==> config.mk <==
export PLATFORM = sky130hd
export DESIGN_NAME = si5340_i2c_responder_flat
export DESIGN_NICKNAME = d
export VERILOG_FILES = /design/src/rtl/si5340_i2c_responder_if.sv /design/src/rtl/si5340_i2c_responder.sv /design/src/flat_wrapper.sv
export SDC_FILE = /design/constraint.sdc
export NUM_CORES = 1
export LEC_CHECK = 0
export ABC_AREA = 1
export CAP_MARGIN = 10
export CELL_PAD_IN_SITES_DETAIL_PLACEMENT = 2
export CELL_PAD_IN_SITES_GLOBAL_PLACEMENT = 2
export CORE_UTILIZATION = 29
export DETAILED_ROUTE_END_ITERATION = 10
export PLACE_DENSITY_LB_ADDON = 0.15
export SLEW_MARGIN = 20
export SYNTH_ARGS = -nofsm -noshare
export SYNTH_HDL_FRONTEND = slang
export SYNTH_SLANG_ARGS = --single-unit
==> constraint.sdc <==
create_clock -name clk_i -period 1.9 [get_ports clk_i]
set_clock_uncertainty 0.1 [all_clocks]
set_input_delay 0.475 -clock clk_i [delete_from_list [all_inputs] [get_ports clk_i]]
set_output_delay 0.475 -clock clk_i [all_outputs]
set_load 0.05 [all_outputs]
==> src/rtl/si5340_i2c_responder_if.sv <==
// ---------------------------------------------------------------------------
// si5340_i2c_responder_if
// Bundles the I2C pin pair, the write-record strobe, the register read port
// and the status flags of the Si5340 I2C responder.
//   scl_i, sda_i  : bus line levels seen by the responder (asynchronous)
//   sda_oe_o      : 1 = responder pulls SDA low, 0 = released
//   wr_valid_o    : one-cycle strobe per received data byte
//   wr_word_o     : {page, reg, data} record for the strobed write
//   rd_addr_o     : {page, reg} of the byte to be transmitted next
//   rd_data_i     : read data for rd_addr_o (valid within 2 clk of a change)
//   busy_o        : high from START to STOP
//   nack_o        : one-cycle strobe on a non-matching address
// The slave modport is the responder; the master modport is its environment.
// ---------------------------------------------------------------------------
interface si5340_i2c_responder_if;
  logic        scl_i;
  logic        sda_i;
  logic        sda_oe_o;
  logic        wr_valid_o;
  logic [23:0] wr_word_o;
  logic [15:0] rd_addr_o;
  logic [7:0]  rd_data_i;
  logic        busy_o;
  logic        nack_o;

  modport slave (
    input  scl_i, sda_i, rd_data_i,
    output sda_oe_o, wr_valid_o, wr_word_o, rd_addr_o, busy_o, nack_o
  );

  modport master (
    output scl_i, sda_i, rd_data_i,
    input  sda_oe_o, wr_valid_o, wr_word_o, rd_addr_o, busy_o, nack_o
  );
endinterface

==> src/rtl/si5340_i2c_responder.sv <==
// ---------------------------------------------------------------------------
// si5340_i2c_responder
// I2C target answering the Si5340 config loader. Register writes addressed to
// SLAVE_ADDR are reported as {page, reg, data} records; writing PAGE_REG moves
// the internal page. Reads are served byte by byte from the external read
// port, auto-incrementing reg after every master ACK.
// Ports:
//   clk_i : system clock
//   rst_i : synchronous active-high reset
//   bus   : si5340_i2c_responder_if.slave (pins, write record, read port,
//           busy/nack flags)
// ---------------------------------------------------------------------------
module si5340_i2c_responder #(
  parameter logic [6:0] SLAVE_ADDR = 7'b111_0100,
  parameter logic [7:0] PAGE_REG   = 8'h01,
  parameter int         DATA_WIDTH = 8
) (
  input  logic                         clk_i,
  input  logic                         rst_i,
  si5340_i2c_responder_if.slave        bus
);

  typedef enum logic [3:0] {
    ST_IDLE      = 4'd0,
    ST_ADDR      = 4'd1,
    ST_ADDR_ACK  = 4'd2,
    ST_REG       = 4'd3,
    ST_REG_ACK   = 4'd4,
    ST_WDATA     = 4'd5,
    ST_WDATA_ACK = 4'd6,
    ST_TX        = 4'd7,
    ST_TX_ACK    = 4'd8,
    ST_IGNORE    = 4'd9
  } state_t;

  logic [1:0]            scl_sync_r, sda_sync_r;
  logic                  scl_hist_r, sda_hist_r;
  logic                  scl_s, sda_s, scl_rise_s, scl_fall_s, start_s, stop_s;
  state_t                state_r, state_s;
  logic [2:0]            bit_cnt_r, bit_cnt_s;
  logic                  phase_r, phase_s;
  logic                  rw_r, rw_s;
  logic [DATA_WIDTH-2:0] rx_sr_r, rx_sr_s;
  logic [DATA_WIDTH-1:0] rx_byte_s;
  logic [DATA_WIDTH-1:0] tx_sr_r, tx_sr_s;
  logic [7:0]            page_r, page_s, reg_r, reg_s;
  logic                  sda_oe_r, sda_oe_s;
  logic                  wr_valid_r, wr_valid_s;
  logic [23:0]           wr_word_r, wr_word_s;
  logic                  busy_r, busy_s;
  logic                  nack_r, nack_s;

  // Two-FF synchronizers plus one history stage for SCL and SDA.
  always_ff @(posedge clk_i) begin
    if (rst_i) begin
      scl_sync_r <= 2'b11;
      sda_sync_r <= 2'b11;
      scl_hist_r <= 1'b1;
      sda_hist_r <= 1'b1;
    end else begin
      scl_sync_r <= {scl_sync_r[0], bus.scl_i};
      sda_sync_r <= {sda_sync_r[0], bus.sda_i};
      scl_hist_r <= scl_sync_r[1];
      sda_hist_r <= sda_sync_r[1];
    end
  end

  assign scl_s      = scl_sync_r[1];
  assign sda_s      = sda_sync_r[1];
  assign scl_rise_s = scl_s & ~scl_hist_r;
  assign scl_fall_s = ~scl_s & scl_hist_r;
  // START/STOP need SCL high on both sides of the SDA transition.
  assign start_s    = scl_s & scl_hist_r & sda_hist_r & ~sda_s;
  assign stop_s     = scl_s & scl_hist_r & ~sda_hist_r & sda_s;
  // The 8th bit is used straight from the line so the byte is complete on its rising edge.
  assign rx_byte_s  = {rx_sr_r, sda_s};

  // Next-state and next-output logic of the bus protocol engine.
  always_comb begin
    state_s    = state_r;
    bit_cnt_s  = bit_cnt_r;
    phase_s    = phase_r;
    rw_s       = rw_r;
    rx_sr_s    = rx_sr_r;
    tx_sr_s    = tx_sr_r;
    page_s     = page_r;
    reg_s      = reg_r;
    sda_oe_s   = sda_oe_r;
    wr_valid_s = 1'b0;
    wr_word_s  = wr_word_r;
    busy_s     = busy_r;
    nack_s     = 1'b0;

    if (start_s) begin
      state_s   = ST_ADDR;
      bit_cnt_s = 3'd0;
      phase_s   = 1'b0;
      sda_oe_s  = 1'b0;
      busy_s    = 1'b1;
    end else if (stop_s) begin
      state_s   = ST_IDLE;
      bit_cnt_s = 3'd0;
      phase_s   = 1'b0;
      sda_oe_s  = 1'b0;
      busy_s    = 1'b0;
    end else begin
      case (state_r)
        ST_ADDR, ST_REG, ST_WDATA: begin
          if (scl_rise_s) begin
            rx_sr_s   = {rx_sr_r[DATA_WIDTH-3:0], sda_s};
            bit_cnt_s = bit_cnt_r + 3'd1;
            if (bit_cnt_r == 3'd7) begin
              phase_s = 1'b0;
              case (state_r)
                ST_ADDR: begin
                  if (rx_byte_s[DATA_WIDTH-1:1] == SLAVE_ADDR) begin
                    rw_s    = rx_byte_s[0];
                    state_s = ST_ADDR_ACK;
                  end else begin
                    nack_s  = 1'b1;
                    state_s = ST_IGNORE;
                  end
                end
                ST_REG: begin
                  reg_s   = rx_byte_s;
                  state_s = ST_REG_ACK;
                end
                ST_WDATA: begin
                  wr_valid_s = 1'b1;
                  wr_word_s  = {page_r, reg_r, rx_byte_s};
                  // Record carries the old page; the new page applies to the next record.
                  if (reg_r == PAGE_REG) begin
                    page_s = rx_byte_s;
                  end else begin
                    page_s = page_r;
                  end
                  reg_s   = reg_r + 8'd1;
                  state_s = ST_WDATA_ACK;
                end
                default: state_s = ST_IDLE;
              endcase
            end else begin
              state_s = state_r;
            end
          end else begin
            state_s = state_r;
          end
        end

        // phase 0: first SCL fall pulls SDA low; phase 1: the fall ending the ACK clock.
        ST_ADDR_ACK, ST_REG_ACK, ST_WDATA_ACK: begin
          if (scl_fall_s) begin
            if (!phase_r) begin
              sda_oe_s = 1'b1;
              phase_s  = 1'b1;
            end else begin
              phase_s   = 1'b0;
              bit_cnt_s = 3'd0;
              if ((state_r == ST_ADDR_ACK) && rw_r) begin
                sda_oe_s = ~bus.rd_data_i[DATA_WIDTH-1];
                tx_sr_s  = {bus.rd_data_i[DATA_WIDTH-2:0], 1'b0};
                state_s  = ST_TX;
              end else begin
                sda_oe_s = 1'b0;
                state_s  = (state_r == ST_ADDR_ACK) ? ST_REG : ST_WDATA;
              end
            end
          end else begin
            state_s = state_r;
          end
        end

        // MSB is already on the line at entry; each fall presents the next bit.
        ST_TX: begin
          if (scl_rise_s) begin
            bit_cnt_s = bit_cnt_r + 3'd1;
            if (bit_cnt_r == 3'd7) begin
              phase_s = 1'b0;
              state_s = ST_TX_ACK;
            end else begin
              state_s = state_r;
            end
          end else if (scl_fall_s) begin
            sda_oe_s = ~tx_sr_r[DATA_WIDTH-1];
            tx_sr_s  = {tx_sr_r[DATA_WIDTH-2:0], 1'b0};
          end else begin
            state_s = state_r;
          end
        end

        // phase 0: release SDA for the master's ACK; phase 1: ACK seen, reload on the fall.
        ST_TX_ACK: begin
          if (scl_fall_s) begin
            if (!phase_r) begin
              sda_oe_s = 1'b0;
              phase_s  = 1'b1;
            end else begin
              phase_s   = 1'b0;
              bit_cnt_s = 3'd0;
              sda_oe_s  = ~bus.rd_data_i[DATA_WIDTH-1];
              tx_sr_s   = {bus.rd_data_i[DATA_WIDTH-2:0], 1'b0};
              state_s   = ST_TX;
            end
          end else if (scl_rise_s && phase_r) begin
            if (sda_s) begin
              state_s = ST_IGNORE;
            end else begin
              reg_s = reg_r + 8'd1;
            end
          end else begin
            state_s = state_r;
          end
        end

        ST_IDLE, ST_IGNORE: begin
          state_s = state_r;
        end

        default: begin
          state_s  = ST_IDLE;
          sda_oe_s = 1'b0;
        end
      endcase
    end
  end

  // Protocol state and registered outputs.
  always_ff @(posedge clk_i) begin
    if (rst_i) begin
      state_r    <= ST_IDLE;
      bit_cnt_r  <= 3'd0;
      phase_r    <= 1'b0;
      rw_r       <= 1'b0;
      rx_sr_r    <= '0;
      tx_sr_r    <= '0;
      page_r     <= 8'd0;
      reg_r      <= 8'd0;
      sda_oe_r   <= 1'b0;
      wr_valid_r <= 1'b0;
      wr_word_r  <= 24'd0;
      busy_r     <= 1'b0;
      nack_r     <= 1'b0;
    end else begin
      state_r    <= state_s;
      bit_cnt_r  <= bit_cnt_s;
      phase_r    <= phase_s;
      rw_r       <= rw_s;
      rx_sr_r    <= rx_sr_s;
      tx_sr_r    <= tx_sr_s;
      page_r     <= page_s;
      reg_r      <= reg_s;
      sda_oe_r   <= sda_oe_s;
      wr_valid_r <= wr_valid_s;
      wr_word_r  <= wr_word_s;
      busy_r     <= busy_s;
      nack_r     <= nack_s;
    end
  end

  assign bus.sda_oe_o   = sda_oe_r;
  assign bus.wr_valid_o = wr_valid_r;
  assign bus.wr_word_o  = wr_word_r;
  assign bus.rd_addr_o  = {page_r, reg_r};
  assign bus.busy_o     = busy_r;
  assign bus.nack_o     = nack_r;

endmodule

==> src/flat_wrapper.sv <==
// flat-port wrapper written by rule: the top's interface ports become plain ports
module si5340_i2c_responder_flat 
#(
  parameter logic [6:0] SLAVE_ADDR = 7'b111_0100,
  parameter logic [7:0] PAGE_REG   = 8'h01,
  parameter int         DATA_WIDTH = 8
)
  (clk_i, rst_i, bus_scl_i, bus_sda_i, bus_rd_data_i, bus_sda_oe_o, bus_wr_valid_o, bus_wr_word_o, bus_rd_addr_o, bus_busy_o, bus_nack_o);
  si5340_i2c_responder_if bus_i ();
  input  logic clk_i;
  input  logic rst_i;
  input wire logic [$bits(bus_i.scl_i)-1:0] bus_scl_i;
  input wire logic [$bits(bus_i.sda_i)-1:0] bus_sda_i;
  input wire logic [$bits(bus_i.rd_data_i)-1:0] bus_rd_data_i;
  output wire logic [$bits(bus_i.sda_oe_o)-1:0] bus_sda_oe_o;
  output wire logic [$bits(bus_i.wr_valid_o)-1:0] bus_wr_valid_o;
  output wire logic [$bits(bus_i.wr_word_o)-1:0] bus_wr_word_o;
  output wire logic [$bits(bus_i.rd_addr_o)-1:0] bus_rd_addr_o;
  output wire logic [$bits(bus_i.busy_o)-1:0] bus_busy_o;
  output wire logic [$bits(bus_i.nack_o)-1:0] bus_nack_o;
  assign bus_i.scl_i = bus_scl_i;
  assign bus_i.sda_i = bus_sda_i;
  assign bus_i.rd_data_i = bus_rd_data_i;
  assign bus_sda_oe_o = bus_i.sda_oe_o;
  assign bus_wr_valid_o = bus_i.wr_valid_o;
  assign bus_wr_word_o = bus_i.wr_word_o;
  assign bus_rd_addr_o = bus_i.rd_addr_o;
  assign bus_busy_o = bus_i.busy_o;
  assign bus_nack_o = bus_i.nack_o;
  si5340_i2c_responder #(.SLAVE_ADDR(SLAVE_ADDR), .PAGE_REG(PAGE_REG), .DATA_WIDTH(DATA_WIDTH)) u_core (.clk_i(clk_i), .rst_i(rst_i), .bus(bus_i));
endmodule
==> parameters.txt, run 1 <==
Parameter                              Value

Critical path
  Critical Path Source Type    flip-flop
  Critical Path Fanout Max    9
  Crit Reg-Reg Startpoint    u_core.state_r[2]$_SDFFE_PP0P_
  Critical-path top delay cell    sky130_fd_sc_hd__dfxtp_2
  Top Family by Delay on Critical Path    simple AND/OR/NAND/NOR gates
  Cell seen most often among critical-path stages    sky130_fd_sc_hd__inv_1
  Source of the critical timing path    u_core.state_r[2]$_SDFFE_PP0P_
  Required time of the critical path    2.02 ns
  Count of buffering cells on the critical path with inverters included    2
  Worst setup path end    u_core.page_r[7]$_SDFFE_PP0P_
  Critical path cell sequence    inv_1 -> nor2_2 -> nand2_1 -> inv_1 -> nand2_2 -> nor2_4 -> nand2_4 -> o21ai_0 -> a21oi_1
  Number of cells on the worst reg-to-reg path    9
  Critical path data arrival time    between 1.5 and 2 ns
  Flop2flop setup slack    0.08 ns
  CP endpoint kind    flip-flop
  Critical path type    reg -> reg
  Delay of the slowest cell on the worst path    0.38 ns
  Critical R2R Capture    u_core.page_r[7]$_SDFFE_PP0P_
  Stages on worst setup path    9

Timing
  Worst rel slew slack    0.740
  Final hold violation count    0
  Peak Freq    550 MHz
  Pin slew with the least headroom to its limit    between 0.3 and 0.4 ns
  Setup repair after global routing missed its margin    yes
  Share of the clock period used by the worst path    0.957
  Post-route worst setup slack    0.0822 ns
  Crit path time final    1.82 ns
  Pins Over Slew Limit    0
  Setup-violating endpoint count in the final report    0

Clock tree
  TritonCTS clock tree    done
  Clock Latency Late Sink    0.34 ns
  Number of sinks on the clock net    73
  CTS Buffer Depth    2
  # hold bufs at CTS    0
  Clock root buffer    sky130_fd_sc_hd__clkbuf_16
  H-tree lvl count    3
  CTS buffer count    9
  Clock slew at the register clock pins of the worst setup and hold paths    approximately 0.060 ns

Drt
  Detailed Route Iter0 Violations    99
  DRC violations left    0
  Mean number of vias per cell    between 4 and 5
  Routed wire length    11.9 mm
  First-pass DRT Iterations    4
  Antenna viol nets, final    0
  Detailed-route wire length per cell    16.8 um
  Vias post-DR    between 3000 and 4000

Synthesis
  Sequential fraction of the synthesis area    0.438
  Number of warnings reported in the yosys synthesis log    0
  Post-Synthesis Mean Instance Area    around 6.9 sq um
  Number of synthesized register bits    73
  Post-synthesis cell count    484
  Unique cell type count in the Yosys netlist    32
  Netlist area before placement    3340 sq um
  Net count of the mapped netlist    500

Finish
  Final layout net count    581
  Fraction of layout instances using a drive strength above 1    0.218
  Final core area utilization    0.420
  Diode count    0
  Final instance area    4630 sq um
  Top library cells by usage in the layout, fill and taps aside    103 x sky130_fd_sc_hd__nand2_1, 83 x sky130_fd_sc_hd__nor2_1, 69 x sky130_fd_sc_hd__dfxtp_1
  Most frequent standard cell in the layout excluding fill and tap cells    sky130_fd_sc_hd__nand2_1
  Syn-to-layout area delta    38.7%

Power and ir drop
  VDD IR-drop max    655 uV
  Leak Pwr    0.00210 uW
  Power per cell area    1550 nW/um^2

Floorplanning
  DIE HEIGHT    109 um
  Width of the die    109 um
  Core Area    11000 sq um
  Area enclosed by the die boundary    between 10000 and 15000 sq um
  Count of standard-cell rows    38
  Top-level I/O count    56
  Starting density of the core    0.303

Status
  Status    completed

Placed design
  DP HPWL    8.81 mm
  Global placer's final weighted congestion    0.829
  Worst slack, placed    -0.0428 ns
  Count of input and output buffers    55
  Area after detailed placement    4220 sq um

Worst hold path
  Path type of the worst min-delay path    reg -> reg

GRT
  Number of global-route vias before repair    3828
  Pin count of the biggest net entering global routing    55
  Number of antenna violations at the first check in global routing    0
  Total global routing overflow    0
  Wire length of the first global-routing pass    19.1 mm
  Tot GR Track Use    0.210

Job
  Total of max-cap violations    0
==> cells in the mapped netlist (all sizes together) <==
cell type | number | area [sq um]
clkinv | 1 | 3.75
o211ai | 1 | 7.51
nand2 | 111 | 429
a21o | 1 | 7.51
ha | 4 | 50.1
xnor2 | 1 | 8.76
nor2b | 1 | 6.26
nor2 | 93 | 382
clkbuf | 7 | 26.3
nand4 | 6 | 37.5
a211oi | 1 | 7.51
o22ai | 1 | 6.26
dfxtp | 73 | 1460
a21oi | 36 | 180
inv | 40 | 150
o2bb2ai | 1 | 8.76
xor2 | 1 | 8.76
buf | 6 | 37.5
o21ai | 61 | 309
nor3 | 12 | 65.1
nand3 | 21 | 115
or2 | 5 | 31.3
==> metal layers <==
metal | global-route usage | part of all wire
met1 | 0.228 | 0.41
met2 | 0.403 | 0.54
met3 | 0.0403 | 0.023
met4 | 0.0714 | 0.020
met5 | 0 | 0
==> metrics by stage <==
step	power (uW)	hold WS (ns)	setup TNS (ns)	std cells
global placement	4910	0.300	-0.0359	693
global route	7690	0.338	-0.363	710
finish	7200	0.312	0	710
CTS	7170	0.314	0	709
detailed placement	5070	0.296	-0.0522	693
floorplan	3880	0.289	0	484
==> layout make-up <==
type                       count  area [sq um]
multi-input combinational    357          1710
clock inverter                 7           126
sequential                    73          1470
fill                        1296          6400
inverter                      41           154
clock buffer                   9           225
tap                          140           175
timing repair buffer          83           779
==> timing repair <==
item,CTS,global route
endpoints found under the setup margin,6,52
pin swaps,0,2
gates resized for setup,5,24
setup buffers,0,1
==> state kept, by name, summed over array words and instances (netlist names), 2 cells and up <==
signal	cells
u_core.bit_cnt_r	3
u_core.bus.wr_word_o	24
u_core.reg_r	8
u_core.tx_sr_r	7
u_core.page_r	8
u_core.sda_sync_r	2
u_core.state_r	4
u_core.rx_sr_r	7
u_core.scl_sync_r	2
==> where the power goes <==
part	leakage (uW)	total (uW)	switching, uW	internal [uW]
sequential	0.000594	1980	240	1740
clock	0.000168	2020	724	1300
combinational	0.00133	3200	2040	1150
==> cell families (layout without fill, tap and decap cells) <==
| kind of cell | after synthesis | count (layout) | synth area share |
|---|---|---|---|
| and+or+nand+nor | 249 | 249 | 0.319 |
| AOI/OAI and AO/OA | 102 | 102 | 0.158 |
| DFF | 73 | 73 | 0.438 |
| buffers and inverters | 54 | 140 | 0.0652 |
| adders and majority gates | 4 | 4 | 0.0150 |
| xor gates and xnor gates | 2 | 2 | 0.00525 |
==> worst min path at each step <==
stage,start,to,slack (ns),depth (start not counted)
6_report,u_core.sda_sync_r[0]$_SDFF_PP1_,u_core.sda_sync_r[1]$_SDFF_PP1_,0.31,1
5_1_grt,u_core.sda_sync_r[0]$_SDFF_PP1_,u_core.sda_sync_r[1]$_SDFF_PP1_,0.34,1
4_1_cts,u_core.sda_sync_r[0]$_SDFF_PP1_,u_core.sda_sync_r[1]$_SDFF_PP1_,0.31,1
3_5_place_dp,u_core.sda_sync_r[0]$_SDFF_PP1_,u_core.sda_sync_r[1]$_SDFF_PP1_,0.30,1
3_3_place_gp,u_core.scl_sync_r[0]$_SDFF_PP1_,u_core.scl_sync_r[1]$_SDFF_PP1_,0.30,1
2_1_floorplan,u_core.scl_sync_r[0]$_SDFF_PP1_,u_core.scl_sync_r[1]$_SDFF_PP1_,0.29,1
(Power assumes the default switching activity.)
==> run 2: changes to the inputs <==
--- a/config.mk
+++ b/config.mk
@@ -10,6 +10,7 @@
 export CELL_PAD_IN_SITES_DETAIL_PLACEMENT = 2
 export CELL_PAD_IN_SITES_GLOBAL_PLACEMENT = 2
 export CORE_UTILIZATION = 29
+export CTS_CLUSTER_DIAMETER = 100
 export DETAILED_ROUTE_END_ITERATION = 10
 export PLACE_DENSITY_LB_ADDON = 0.15
 export SLEW_MARGIN = 20
==> results of run 2 <==
Same layout as run 1: the final DEF is identical, and so are final timing and power.
==> run 3: changes to the inputs <==
--- a/config.mk
+++ b/config.mk
@@ -13,6 +13,7 @@
 export CTS_CLUSTER_DIAMETER = 100
 export DETAILED_ROUTE_END_ITERATION = 10
 export PLACE_DENSITY_LB_ADDON = 0.15
+export SKIP_CTS_REPAIR_TIMING = 1
 export SLEW_MARGIN = 20
 export SYNTH_ARGS = -nofsm -noshare
 export SYNTH_HDL_FRONTEND = slang
==> parameters.txt, run 3 (synthesized netlist as in run 1, its figures left out) <==
Parameter                              Value

Status
  Status    completed

Critical path
  CP endpoint kind    flip-flop
  Required time of the critical path    2.03 ns
  Delay of the slowest cell on the worst path    about 0.35 ns
  Critical path cell sequence    inv_1 -> nand2_1 -> nor2_2 -> nand2_1 -> nor2_1 -> nor2_1 -> nand3_2 -> inv_1 -> nor2_1 -> nor2_1
  Critical Path Fanout Max    6
  Critical path data arrival time    1.95 ns
  Cell seen most often among critical-path stages    sky130_fd_sc_hd__nor2_1
  Critical-path top delay cell    sky130_fd_sc_hd__dfxtp_2
  Critical Path Source Type    flip-flop
  Critical path type    reg -> reg

Finish
  Max reg flops    24
  Final layout net count    between 500 and 600
  Diode count    0
  Number of filler cells placed in the layout    1297
  Fraction of layout instances using a drive strength above 1    0.223
  Most frequent standard cell in the layout excluding fill and tap cells    sky130_fd_sc_hd__nand2_1
  Final instance area    4640 sq um
  Top library cells by usage in the layout, fill and taps aside    103 x sky130_fd_sc_hd__nand2_1, 82 x sky130_fd_sc_hd__nor2_1, 69 x sky130_fd_sc_hd__dfxtp_1
  Final core area utilization    0.420
  Syn-to-layout area delta    38.8%

Drt
  Vias post-DR    3500
  Antenna viol nets, final    0
  First-pass DRT Iterations    4
  Detailed Route Iter0 Violations    96
  Routed wire length    11.9 mm
  Detailed-route wire length per cell    16.7 um
  DRC violations left    0
  Mean number of vias per cell    approximately 5

Placed design
  Global placer's final weighted congestion    0.829
  Area after detailed placement    around 4200 sq um
  DP HPWL    8.81 mm
  Count of input and output buffers    55

Timing
  Share of the clock period used by the worst path    0.958
  Peak Freq    about 550 MHz
  Pin slew with the least headroom to its limit    between 0.3 and 0.4 ns
  Final-layout worst hold slack    0.312 ns
  Crit path time final    ~1.8 ns
  Setup-violating endpoint count in the final report    0
  Setup repair after global routing missed its margin    yes
  Worst rel slew slack    0.741
  Pins Over Slew Limit    0
  Final hold violation count    0

Clock tree
  H-tree lvl count    3
  TritonCTS clock tree    done
  CTS Buffer Depth    2
  Number of sinks on the clock net    73
  Clock slew at the register clock pins of the worst setup and hold paths    around 0.060 ns
  Clock root buffer    sky130_fd_sc_hd__clkbuf_16
  CTS buffer count    9
  Clock Latency Late Sink    0.34 ns

Job
  Total of max-cap violations    0

Floorplanning
  Count of standard-cell rows    38
  Core Area    11000 sq um
  DIE HEIGHT    109 um
  Starting density of the core    0.303
  Width of the die    109 um
  Top-level I/O count    56
  Area enclosed by the die boundary    11900 sq um

GRT
  Tot GR Track Use    0.210
  Number of antenna violations at the first check in global routing    0
  Number of global-route vias before repair    3832
  Wire length of the first global-routing pass    19.1 mm
  Pin count of the biggest net entering global routing    55
  Total global routing overflow    0

Power and ir drop
  Power per cell area    approximately 1500 nW/um^2
  Leak Pwr    0.00210 uW
  VDD IR-drop max    657 uV

Worst hold path
  Path type of the worst min-delay path    reg -> reg
==> run 3: cell count changes in the layout (fill, tap and decap cells not counted) <==
cell and delta:
sky130_fd_sc_hd__inv_1 -1, sky130_fd_sc_hd__o21ai_1 -4, sky130_fd_sc_hd__clkinv_1 -1, sky130_fd_sc_hd__nor2_2 +1
sky130_fd_sc_hd__nor2_1 -1, sky130_fd_sc_hd__inv_2 +2, sky130_fd_sc_hd__o21ai_0 +4
==> run 3: area by class of cell <==
class / count / area (sq um) / area share
clock inverters: 7 / 126 / 0.0273
multi-input cells: 357 / 1710 / 0.369
repair buffers: 83 / 779 / 0.168
inverters: 41 / 154 / 0.0332
clock buffers: 9 / 225 / 0.0486
flip-flops and latches: 73 / 1470 / 0.316
well taps: 140 / 175 / 0.0378
==> run 3: per-stage QoR <==
stage	setup TNS, ns	setup WS [ns]	total power [uW]	std cells
after CTS	-0.323	-0.0765	7150	709
after global routing	-0.153	-0.0338	7680	710
final	0	0.0793	7180	710
after floorplan	0	0.129	3880	484
after detailed placement	-0.0522	-0.0428	5070	693
after global placement	-0.0359	-0.0359	4910	693
==> run 3: path summary, 6_finish.rpt <==
check | start | to | slack, ns | depth (start not counted)
setup / recovery | u_core.state_r[2]$_SDFFE_PP0P_ | u_core.state_r[2]$_SDFFE_PP0P_ | 0.08 | 10
hold / removal | u_core.sda_sync_r[0]$_SDFF_PP1_ | u_core.sda_sync_r[1]$_SDFF_PP1_ | 0.31 | 1
setup reg to reg | u_core.state_r[2]$_SDFFE_PP0P_ | u_core.state_r[2]$_SDFFE_PP0P_ | 0.08 | 10
hold reg to reg | u_core.sda_sync_r[0]$_SDFF_PP1_ | u_core.sda_sync_r[1]$_SDFF_PP1_ | 0.31 | 1
==> run 3: critical path: cells and delay by family, from the launching register on <==
family,cells,cell delay [ns]
buffers and inverters,2,0.24
flip-flops,1,0.35
AND/OR/NAND/NOR,8,1.02
==> run 3: layer usage <==
metal,vias to the layer above,share of wire,GRT usage
met2,39,0.55,0.403
li1,1728,-,-
met1,1718,0.41,0.227
met3,15,0.022,0.0403
met5,-,0,0
met4,0,0.018,0.0714
==> run 3: power by group <==
group          switching (uW)  total (uW)  internal [uW]  leakage (uW)
Clock                     721        2020           1300      0.000168
Sequential                240        1980           1740      0.000594
Combinational            2030        3180           1150       0.00134
Total                    2990        7180           4190       0.00210
